**src/rtl/mul3_rr_sched.sv**
```systemverilog
`default_nettype none
// +--------------------------------------------------------------------------+
// | Module      : mul3_rr_sched                                              |
// | Description : Round-robin scheduler in front of one shared 3x3 unsigned  |
// |               multiplier. Each requester has a valid/ready operand port; |
// |               results leave on one valid/ready port tagged with the ID   |
// |               of the requester, after LAT (1 or 2) register stages.      |
// | Ports       : clk, rst          clock / synchronous active-high reset    |
// |               req_valid_i       per-requester operand valid            |
// |               req_a_i/req_b_i   packed 3-bit operands, slice i = [3i+:3] |
// |               req_ready_o       one-hot (or zero) acceptance             |
// |               resp_valid_o/resp_ready_i  result handshake                |
// |               resp_id_o/resp_z_o          winner ID and product          |
// |               busy_o            any pipeline stage holds a valid entry   |
// | Revision    : 1.0  initial release                                       |
// +--------------------------------------------------------------------------+
module mul3_rr_sched #(
  parameter int N_REQ = 4,
  parameter int ID_W  = 2,
  parameter int LAT   = 1
) (
  input  logic               clk,
  input  logic               rst,
  input  logic [N_REQ-1:0]   req_valid_i,
  input  logic [3*N_REQ-1:0] req_a_i,
  input  logic [3*N_REQ-1:0] req_b_i,
  output logic [N_REQ-1:0]   req_ready_o,
  output logic               resp_valid_o,
  input  logic               resp_ready_i,
  output logic [ID_W-1:0]    resp_id_o,
  output logic [5:0]         resp_z_o,
  output logic               busy_o
);

  // One extra bit so ptr+k can be compared against N_REQ before wrapping.
  localparam int IW = ID_W + 1;

  logic [ID_W-1:0]  ptr_q, ptr_d;
  logic             valid1_q;
  logic [ID_W-1:0]  id1_q;
  logic [5:0]       z1_q;

  logic             w_adv;
  logic             w_found;
  logic [ID_W-1:0]  w_win;
  logic [N_REQ-1:0] w_grant;
  logic             w_xfer;
  logic [2:0]       w_a;
  logic [2:0]       w_b;
  logic [5:0]       w_z;

  // Whole-pipe stall: nothing moves while a result sits unaccepted.
  assign w_adv = !resp_valid_o | resp_ready_i;

  // Round-robin search starting at ptr, wrapping past N_REQ-1.
  always_comb begin
    logic [IW-1:0] idx;
    w_found = 1'b0;
    w_win   = '0;
    idx     = '0;
    for (int k = 0; k < N_REQ; k++) begin
      idx = {1'b0, ptr_q} + IW'(k);
      if (idx >= IW'(N_REQ)) idx = idx - IW'(N_REQ);
      if (!w_found && req_valid_i[idx[ID_W-1:0]]) begin
        w_found = 1'b1;
        w_win   = idx[ID_W-1:0];
      end
    end
  end

  assign w_grant     = w_found ? (N_REQ'(1) << w_win) : '0;
  assign req_ready_o = w_grant & {N_REQ{w_adv & !rst}};
  assign w_xfer      = |req_ready_o;

  // Operand mux driven by the one-hot grant, then the shared multiplier.
  always_comb begin
    w_a = '0;
    w_b = '0;
    for (int i = 0; i < N_REQ; i++) begin
      if (w_grant[i]) begin
        w_a = req_a_i[3*i +: 3];
        w_b = req_b_i[3*i +: 3];
      end
    end
  end

  assign w_z = {3'b000, w_a} * {3'b000, w_b};

  always_comb begin
    ptr_d = ptr_q;
    if (w_xfer) begin
      if (w_win == ID_W'(N_REQ - 1)) ptr_d = '0;
      else                           ptr_d = w_win + 1'b1;
    end
  end

  always_ff @(posedge clk) begin
    if (rst) begin
      ptr_q    <= '0;
      valid1_q <= 1'b0;
      id1_q    <= '0;
      z1_q     <= '0;
    end else begin
      ptr_q <= ptr_d;
      if (w_adv) begin
        valid1_q <= w_xfer;
        if (w_xfer) begin
          id1_q <= w_win;
          z1_q  <= w_z;
        end
      end
    end
  end

  generate
    if (LAT == 2) begin : g_lat2
      logic            valid2_q;
      logic [ID_W-1:0] id2_q;
      logic [5:0]      z2_q;

      always_ff @(posedge clk) begin
        if (rst) begin
          valid2_q <= 1'b0;
          id2_q    <= '0;
          z2_q     <= '0;
        end else if (w_adv) begin
          valid2_q <= valid1_q;
          id2_q    <= id1_q;
          z2_q     <= z1_q;
        end
      end

      assign resp_valid_o = valid2_q;
      assign resp_id_o    = id2_q;
      assign resp_z_o     = z2_q;
      assign busy_o       = valid1_q | valid2_q;
    end else begin : g_lat1
      assign resp_valid_o = valid1_q;
      assign resp_id_o    = id1_q;
      assign resp_z_o     = z1_q;
      assign busy_o       = valid1_q;
    end
  endgenerate

endmodule
`default_nettype wire

```
**config.mk**
```make
export PLATFORM = sky130hd
export DESIGN_NAME = mul3_rr_sched
export DESIGN_NICKNAME = d
export VERILOG_FILES = /design/src/rtl/mul3_rr_sched.sv
export SDC_FILE = /design/constraint.sdc
export NUM_CORES = 1
export LEC_CHECK = 0
export ABC_CLOCK_PERIOD_IN_PS = 4050
export CAP_MARGIN = 20
export CORE_ASPECT_RATIO = 0.75
export CORE_MARGIN = 1.5
export CORE_UTILIZATION = 37
export CTS_CLUSTER_SIZE = 30
export DETAILED_ROUTE_END_ITERATION = 8
export GPL_TIMING_DRIVEN = 0
export PLACE_DENSITY = 0.83
export SYNTH_ARGS = -nofsm -noshare
export SYNTH_HDL_FRONTEND = slang
export SYNTH_SLANG_ARGS = --single-unit
```
**constraint.sdc**
```tcl
create_clock -name clk -period 4.05 [get_ports clk]
set_clock_uncertainty 0.05 [all_clocks]
set_input_delay 0.81 -clock clk [delete_from_list [all_inputs] [get_ports clk]]
set_output_delay 0.81 -clock clk [all_outputs]
set_load 0.05 [all_outputs]
```
==> flow_summary.json, run 1 <==
{
  "grt_pass1_wl_um": 4947,
  "stdcell_count": 219,
  "clock_sinks": 11,
  "final-setup-viol-count": 0,
  "clock_tree.buffer_depth": 2,
  "syn_area_um2": 997.2,
  "period_share_pct": 97.51,
  "die-area_um2": 3019,
  "clkPwrFrac_pct": 12.0,
  "critPathCaptureType": "flop",
  "first_pass_iters": 4,
  "die_h_um": 47.96,
  "drt_iter0_markers": 22,
  "antenna_found_initial": 0,
  "netSwitchingFraction_pct": 44.44,
  "worst_pin_slew_ns": 0.5120,
  "cts_htree_levels": 1,
  "utilization_pct": 66.42,
  "crit_required_ns": 4.20,
  "netlist_instances": 128,
  "vias_per_cell": 5.406,
  "ys_types": 35,
  "fmax_mhz": 253.2,
  "wl_um": 3247,
  "min_period_ns": 3.949,
  "wl_per_cell_um": 14.83,
  "start_kind": "input pin",
  "initial_utilization_pct": 38.61,
  "placed_area_um2": 1483,
  "antenna_cells": 0,
  "cp_max_fo": 8,
  "synth.net_count": 170,
  "clockRootBuffer": "clkbuf_4",
  "core-area_um2": 2582,
  "path_clk_slew_ns": 0.08,
  "place_inst": 208,
  "syn_area_per_cell_um2": 7.791,
  "fin_ws_ns": 0.1008,
  "p_int_mw": 0.3627,
  "arrival_ns": 4.10,
  "min_path_type": "flop to flop",
  "gp_congestion": 0.7913,
  "crit_chain": "dlygate4sd2_1 > a21oi_1 > o21a_1 > o22ai_2 > buf_4 > ha_1 > nand3b_1 > a221oi_2 > o21ai_2 > nor2_2 > fa_1 > ha_2 > inv_1 > fa_2 > a211oi_2",
  "seq_power_share_pct": 20.5,
  "seq_area_um2": 220.2,
  "cts_tree": "done",
  "yosys_warnings": 0,
  "pwr_density_cell_nw_per_um2": 380.6,
  "fin_area_um2": 1715,
  "drc": 0,
  "critPathSlowestCell": "fa_1",
  "status": "completed",
  "die_w_um": 62.95,
  "slew_headroom_pct": 65.76,
  "ant_nets": 0,
  "irDropWorstVdd_mv": 0.2453,
  "grt_usage_pct": 21.20,
  "p_sw_mw": 0.2901,
  "hold_violations": 0,
  "p_comb_share_pct": 67.5,
  "clk_latency_ns": 0.28,
  "critical_path_class": "input pin to flop",
  "nets": 226,
  "ys_ff_latch": 11,
  "io_pins": 45,
  "portBuffers": 44,
  "cap_violations": 0,
  "design_power_total_mw": 0.6528,
  "slew_violations": 0,
  "fillers": 200,
  "max_stage_delay_ns": 0.44,
  "vias": 1184,
  "synth_seq_area_share_pct": 22.08,
  "overflow": 0,
  "dp_hpwl_um": 2312,
  "grt_max_degree": 11,
  "syn2layout_area_growth_pct": 72.02,
  "multiInputGateArea_um2": 824.5,
  "grt_pass1_vias": 1157,
  "cts_inserted_buffers": 3,
  "layout_commonest_cell": "clkdlybuf4s50_1",
  "p_leak_nw": 0.6881,
  "drive_gt1_share_pct": 23.50,
  "pre_cts_ws_ns": -0.8327,
  "fp-row-count": 16,
  "mostFrequentLayoutCells": "clkdlybuf4s50_1, nor2_1, a21oi_1, dfxtp_1, inv_1"
}
final timing paths:
kind                        from            to  slack [ns]  cells past startpoint
setup / recovery  req_valid_i[0]   resp_z_o[3]        0.10                     15
hold / removal      resp_id_o[1]  resp_id_o[1]        0.42                      2
setup reg to reg        ptr_q[1]   resp_z_o[3]        0.25                     16
hold reg to reg     resp_id_o[1]  resp_id_o[1]        0.42                      2
logic make-up (layout without fill, tap and decap cells):
group / after synthesis / after routing / synth area share [%]
AOI/OAI and AO/OA: 31 / 31 / 20.70
DFF: 11 / 11 / 22.08
buffers and inverters: 19 / 74 / 8.406
xor gates and xnor gates: 1 / 1 / 0.8785
and+or+nand+nor: 51 / 51 / 28.61
adders and majority gates: 11 / 11 / 15.31
muxes: 4 / 4 / 4.015
registers in the layout, indices dropped and copies added (netlist names):
name / count
resp_id_o: 2
busy_o: 1
resp_z_o: 6
ptr_q: 2
stage by stage:
step | hold WS [ns] | setup TNS, ns
after CTS | 0.4118 | 0
after detailed placement | 0.4004 | -3.824
after global placement | 0.3985 | -3.042
after floorplan | 0.4270 | 0
after global routing | 0.4289 | -0.01665
final | 0.4161 | 0
power groups by stage:
stage	combinational, mW	clock (mW)	sequential, mW
4_1_cts	0.406	0.0790	0.134
2_1_floorplan	0.194	0	0.182
6_report	0.441	0.0783	0.134
3_5_place_dp	0.351	0	0.136
3_3_place_gp	0.338	0	0.135
5_1_grt	0.474	0.0863	0.135
what timing repair did:
item,CTS,global route
resized for setup,35,14
pin swaps,12,10
buffers inserted,4,3
hold buffers,0,0
setup endpoints to repair,8,4
per-layer routing:
metal / up-vias / global-route usage (%) / share of wire (%) / wire length [µm]
met4: 0 / 8.889 / 2.5 / 81
met1: 572 / 21.07 / 39 / 1279
li1: 564 / - / - / -
met2: 38 / 42.34 / 52 / 1681
met5: - / 0 / 0 / 0
met3: 10 / 7.765 / 6.3 / 204
critical path, delay by kind of cell:
kind	cells	cell delay, ns
buffers and inverters	3	0.52
adder cells (fa/ha/maj)	4	1.38
AND/OR/NAND/NOR	2	0.26
AO/OA/AOI/OAI	6	1.13
Yosys cell counts (all sizes together):
library cell,n,area share (%)
o21a,1,0.75
and2,8,5.0
and4,1,1.1
o221ai,1,0.88
clkbuf,5,1.9
or3,1,0.63
a21oi,11,5.5
ha,9,11
nand3b,6,4.5
xnor2,1,0.88
a21o,1,0.75
nand4,1,1.3
nand3,1,0.50
mux2i,4,4.0
o22ai,1,0.63
a31o,1,0.88
nor3,1,0.50
a221oi,4,3.5
nor2b,2,1.3
nor4,1,0.63
buf,3,2.4
o21ai,4,2.0
nand2,7,2.6
nand2b,2,1.3
or4,2,1.5
and3,1,0.63
a211oi,7,5.8
inv,11,4.1
dfxtp,11,22
nor3b,2,1.5
nor2,15,5.6
fa,2,4.0
final cells by class:
cell class	count	share of cell area, %
tap	36	2.626
sequential	11	12.84
multi-input combinational	98	48.07
clock buffer	4	1.532
inverter	11	2.553
timing repair buffer	51	28.37
buffer	8	4.012
Note: power is estimated with default switching activity, not from simulation.
==> run 2: changes to the inputs <==
--- a/config.mk
+++ b/config.mk
@@ -5,15 +5,17 @@
 export SDC_FILE = /design/constraint.sdc
 export NUM_CORES = 1
 export LEC_CHECK = 0
+export ABC_AREA = 1
 export ABC_CLOCK_PERIOD_IN_PS = 4050
 export CAP_MARGIN = 20
 export CORE_ASPECT_RATIO = 0.75
 export CORE_MARGIN = 1.5
-export CORE_UTILIZATION = 37
+export CORE_UTILIZATION = 40
 export CTS_CLUSTER_SIZE = 30
 export DETAILED_ROUTE_END_ITERATION = 8
 export GPL_TIMING_DRIVEN = 0
-export PLACE_DENSITY = 0.83
+export PLACE_DENSITY = 0.84
+export SKIP_CTS_REPAIR_TIMING = 1
 export SYNTH_ARGS = -nofsm -noshare
 export SYNTH_HDL_FRONTEND = slang
 export SYNTH_SLANG_ARGS = --single-unit
==> run 2 against run 1 <==
Compared with the run above:
- the run now ends with negative setup slack left
- final area increased by 28%
- sequential cell count stayed put
- die area rose by 13%
- global-route usage shrank 1.4 points
- wire length up 35%
- highest routed layer unchanged
==> flow_summary.json, run 2 <==
{
  "slew_headroom_pct": 65.19,
  "start_kind": "input pin",
  "top_layer_used": "met4",
  "vias_per_cell": 5.143,
  "crit_required_ns": 4.14,
  "synth-edff-count": 0,
  "cp_common_cell": "inv_2",
  "synth.net_count": 252,
  "die_w_um": 66.90,
  "hold_violations": 0,
  "min_path_type": "flop to flop",
  "cp_max_fo": 5,
  "synth_most_common_cell": "nand2_1",
  "synthTopCellsByCount": "nand2_1, inv_1, nor2_1, nand3_1, dfxtp_1",
  "die-area_um2": 3407,
  "gp_congestion": 0.8066,
  "clk_latency_ns": 0.24,
  "initial_utilization_pct": 41.73,
  "max_stage_delay_ns": 0.54,
  "wl_met1_um": 1915,
  "cts_inserted_buffers": 3,
  "ys_ff_latch": 11,
  "status": "finished with violations",
  "die_h_um": 50.93,
  "fp-row-count": 17,
  "async_flop_share_pct": 0,
  "min_period_ns": 4.056,
  "portBuffers": 44,
  "wl_um": 4371,
  "netlist_instances": 210,
  "hold_path_end": "resp_id_o[1]",
  "timing.rr.start": "ptr_q[0]",
  "clock_tree.buffer_depth": 2,
  "placed_area_um2": 1713,
  "min_path_cells": 2,
  "violations": "negative setup slack",
  "grt_pass1_vias": 1277,
  "pre_cts_ws_ns": -0.7755,
  "syn2layout_area_growth_pct": 78.86,
  "wl_met2_um": 1956,
  "yosys.area.top_type_share_pct": 18.39,
  "synth_seq_area_share_pct": 17.98,
  "io_pins": 45,
  "cts_htree_levels": 1,
  "ff2ff_path_depth": 26,
  "critPathSlowestCell": "fa_2",
  "slew_violations": 0,
  "drc": 0,
  "route.met3.wl_um": 373,
  "critical_path_class": "input pin to flop",
  "first_pass_iters": 5,
  "grt_usage_pct": 19.76,
  "drive_gt1_share_pct": 37.32,
  "layout_commonest_cell": "nand2_1",
  "netlist_top_cells_area": "nand2_1, dfxtp_1, inv_1",
  "yosys.area.top_type": "nand2_1",
  "final-setup-viol-count": 1,
  "yosys_warnings": 0,
  "cap_violations": 0,
  "core-area_um2": 2935,
  "antenna_found_initial": 0,
  "dp_hpwl_um": 2468,
  "clock_sinks": 11,
  "wl_per_cell_um": 13.92,
  "syn_area_per_cell_um2": 5.833,
  "period_share_pct": 100.1,
  "vias": 1615,
  "mostFrequentLayoutCells": "nand2_1, clkdlybuf4s50_1, nor2_1",
  "arrival_ns": 4.14,
  "r2r-end": "resp_z_o[3]",
  "path_clk_slew_ns": 0.05,
  "syn_area_um2": 1225,
  "ys_types": 24,
  "r2r_setup_slack_ns": 0.02,
  "fin_ws_ns": -0.006057,
  "overflow": 0,
  "nets": 319,
  "antenna_cells": 0,
  "ant_nets": 0,
  "fmax_mhz": 246.5,
  "grt_max_degree": 11,
  "grt_pass1_wl_um": 5347,
  "rsz0062_at_grt": "true",
  "synth-main-ff-cell": "dfxtp_1",
  "critPathCaptureType": "flop",
  "cts_tree": "done",
  "worstHoldStart": "resp_id_o[1]",
  "fin_area_um2": 2191,
  "clockRootBuffer": "clkbuf_8",
  "largest_register_ffs": 6,
  "worst_pin_slew_ns": 0.5214,
  "drt_iter0_markers": 201
}
-- run 2: cell types whose count changed after synthesis, sizes merged, moves of 3 or more --
cell	change
nand2	+62
nand3	+18
mux2i	-4
o21ai	+12
and2	-7
a211oi	-7
nand3b	-3
a221oi	-4
nor2	+14
a21oi	-6
clkbuf	-5
inv	+26
-- run 2: kinds of logic after synthesis --
kind of cell	Yosys count	synth area share [%]
and+or+nand+nor	124	44.94
buffers and inverters	41	14.40
AOI/OAI and AO/OA	22	9.499
adders and majority gates	11	12.46
DFF	11	17.98
xor gates and xnor gates	1	0.7151
-- run 2: layer usage --
metal  global-route usage [%]  vias to the layer above
li1                         -                      786
met1                    26.15                      721
met2                    33.50                       91
met3                    3.084                       17
met4                    5.102                        0
met5                        0                        -
-- run 2: per-stage QoR --
step,cells,hold WS (ns),TNS [ns],utilization [%]
final,314,0.4471,-0.006057,74.64
after global routing,314,0.4914,-0.4185,74.64
after CTS,296,0.4445,-3.204,59.89
after detailed placement,292,0.4329,-4.167,58.35
after global placement,292,0.4281,-3.694,58.35
after floorplan,210,0.4872,0,-
-- run 2: cell type report --
| cell class | instances | area (µm²) |
|---|---|---|
| sequential | 11 | 221.5 |
| timing repair buffer | 62 | 595.6 |
| fill | 216 | 744.5 |
| multi-input combinational | 159 | 1114 |
| inverter | 37 | 141.4 |
| tap | 38 | 47.55 |
| buffer | 3 | 26.28 |
| clock buffer | 4 | 45.04 |
-- run 2: worst max-delay path by stage --
stage / from / endpoint / slack [ns]
2_1_floorplan: req_valid_i[2] / resp_z_o[4] / 0.08
3_3_place_gp: req_valid_i[2] / resp_z_o[4] / -0.71
3_5_place_dp: req_valid_i[2] / resp_z_o[3] / -0.78
4_1_cts: req_valid_i[2] / resp_z_o[3] / -0.54
5_1_grt: ptr_q[0] / resp_z_o[3] / -0.18
6_report: req_valid_i[2] / resp_z_o[3] / -0.006
-- run 2: critical path, delay by kind of cell --
kind,cells,cell delay [ns]
AO/OA/AOI/OAI,1,0.11
adder cells (fa/ha/maj),4,1.46
buffers and inverters,7,0.44
AND/OR/NAND/NOR,14,1.32
Power of run 2 is not shown: default switching activity piles up to over one toggle a cycle in this logic, so the estimate is an artifact.
==> run 3: changes to the inputs <==
--- a/config.mk
+++ b/config.mk
@@ -13,7 +13,6 @@
 export CORE_UTILIZATION = 40
 export CTS_CLUSTER_SIZE = 30
 export DETAILED_ROUTE_END_ITERATION = 8
-export GPL_TIMING_DRIVEN = 0
 export PLACE_DENSITY = 0.84
 export SKIP_CTS_REPAIR_TIMING = 1
 export SYNTH_ARGS = -nofsm -noshare
==> constraint.sdc (replaced) <==
create_clock -name clk -period 4.05 [get_ports clk]
set_clock_uncertainty 0.05 [all_clocks]
set_input_delay 0.81 -clock clk [delete_from_list [all_inputs] [get_ports clk]]
set_output_delay 0.81 -clock clk [all_outputs]
set_load 0.02 [all_outputs]
==> run 3 against run 2 <==
Compared with the run above:
- the run still ends with negative setup slack left
- worst hold slack better by 0.0031 ns
- register-to-register slack better by 0.02 ns
- final area down 3.3%
- via count is 1.1% lower
- sequential cell count did not move
- wire length fell by 2.9%
- sequential share of layout area rose by 0.34 points
- count of clock-buffer cells in the layout unchanged
- final cell count rose by 2.2%
- non-clock buffer count increased by 6
- die area did not move
==> flow_summary.json, run 3 (synthesis results as in run 2) <==
{
  "status": "finished with violations",
  "violations": "negative setup slack",
  "rsz0062_at_grt": "true",
  "antenna_found_initial": 0,
  "fp-row-count": 17,
  "grt_usage_pct": 20.61,
  "cap_violations": 0,
  "fin_setup_tns_ns": -0.01159,
  "drive_gt1_share_pct": 34.28,
  "mostFrequentLayoutCells": "nand2_1, clkdlybuf4s50_1, inv_1",
  "hold_violations": 0,
  "critPathCaptureType": "flop",
  "clock_sinks": 11,
  "drc": 0,
  "antenna_cells": 0,
  "grt_pass1_vias": 1287,
  "min_period_ns": 4.062,
  "critical_path_class": "input pin to flop",
  "layout_commonest_cell": "nand2_1",
  "route.met3.wl_um": 333,
  "fmax_mhz": 246.2,
  "nets": 326,
  "clockRootBuffer": "clkbuf_8",
  "vias_per_cell": 4.978,
  "drt_iter0_markers": 78,
  "clk_latency_ns": 0.24,
  "cp_max_fo": 5,
  "largest_register_ffs": 6,
  "grt_max_degree": 14,
  "wl_met1_um": 1900,
  "worst_pin_slew_ns": 0.3195,
  "cts_inserted_buffers": 3,
  "gp_congestion": 0.8674,
  "slew_violations": 0,
  "wl_um": 4244,
  "initial_utilization_pct": 41.73,
  "path_clk_slew_ns": 0.05,
  "min_path_type": "flop to flop",
  "wl_per_cell_um": 13.22,
  "first_pass_iters": 4,
  "holdWs_ns": 0.4502,
  "core-area_um2": 2935,
  "vias": 1598,
  "cts_htree_levels": 1,
  "final-setup-viol-count": 1,
  "die_h_um": 50.93,
  "grt_pass1_wl_um": 5457,
  "die_w_um": 66.90,
  "clock_tree.buffer_depth": 2,
  "ant_nets": 0,
  "crit_required_ns": 4.14,
  "slew_headroom_pct": 78.68,
  "fin_ws_ns": -0.01159,
  "r2r_setup_slack_ns": 0.04,
  "io_pins": 45,
  "start_kind": "input pin",
  "die-area_um2": 3407,
  "wl_met2_um": 1918,
  "syn2layout_area_growth_pct": 73.03,
  "overflow": 0,
  "dp_hpwl_um": 2617,
  "cts_tree": "done",
  "portBuffers": 44,
  "top_layer_used": "met4",
  "period_share_pct": 100.3,
  "arrival_ns": 4.15
}
## run 3: changes by cell type in the layout (fill, tap and decap cells not counted), moves of 5 or more
cell | previous run | this run
buf_4 | 20 | 27
inv_1 | 19 | 28
inv_2 | 17 | 8
nand2_1 | 41 | 46
nand2_4 | 9 | 3
## run 3: metal layers
layer | GRT usage [%] | vias to the layer above
met1 | 30.77 | 722
met5 | 0 | -
met2 | 31.17 | 66
li1 | - | 797
met3 | 3.304 | 13
met4 | 4.082 | 0
## run 3: through the flow
| step | instance area [µm²] | utilization [%] | cells | worst slack, ns |
|---|---|---|---|---|
| global route | 2120 | 72.21 | 321 | -0.1877 |
| detailed placement | 1818 | 61.94 | 307 | -0.7770 |
| floorplan | 1225 | - | 210 | 0.08054 |
| CTS | 1863 | 63.47 | 311 | -0.5209 |
| global placement | 1818 | 61.94 | 307 | -0.6026 |
| finish | 2120 | 72.21 | 321 | -0.01159 |
## run 3: final cells by class
| class | count | area, µm² |
|---|---|---|
| Clock buffer | 4 | 45.04 |
| Tap cell | 38 | 47.55 |
| Fill cell | 210 | 815.8 |
| Inverter | 37 | 141.4 |
| Multi-Input combinational cell | 160 | 1036 |
| Timing Repair Buffer | 71 | 628.1 |
| Sequential cell | 11 | 221.5 |
## run 3: worst max-delay path, cell delays in order
cell	delay (ns)
clkbuf_2	0.09
nand2_1	0.08
nand2_2	0.07
nand2_2	0.11
nand2_2	0.08
nor2_4	0.11
and2_4	0.17
nand2_4	0.06
nand4_1	0.14
o21ai_4	0.11
inv_2	0.12
ha_4	0.22
nand2_4	0.08
buf_4	0.14
nand2_1	0.06
nand2_1	0.07
nand2_1	0.11
nor2_2	0.06
fa_1	0.54
ha_2	0.20
inv_2	0.04
fa_2	0.52
inv_1	0.04
nor2_1	0.08
nor2_1	0.04
## run 3: path summary, 6_finish.rpt
check	start	end	cells after the start
worst min register to register	resp_id_o[1]	resp_id_o[1]	2
worst max register to register	ptr_q[0]	resp_z_o[3]	23
worst min-delay path	resp_id_o[1]	resp_id_o[1]	2
worst max-delay path	req_valid_i[2]	resp_z_o[3]	25
Power of run 3 is left out for the same reason.
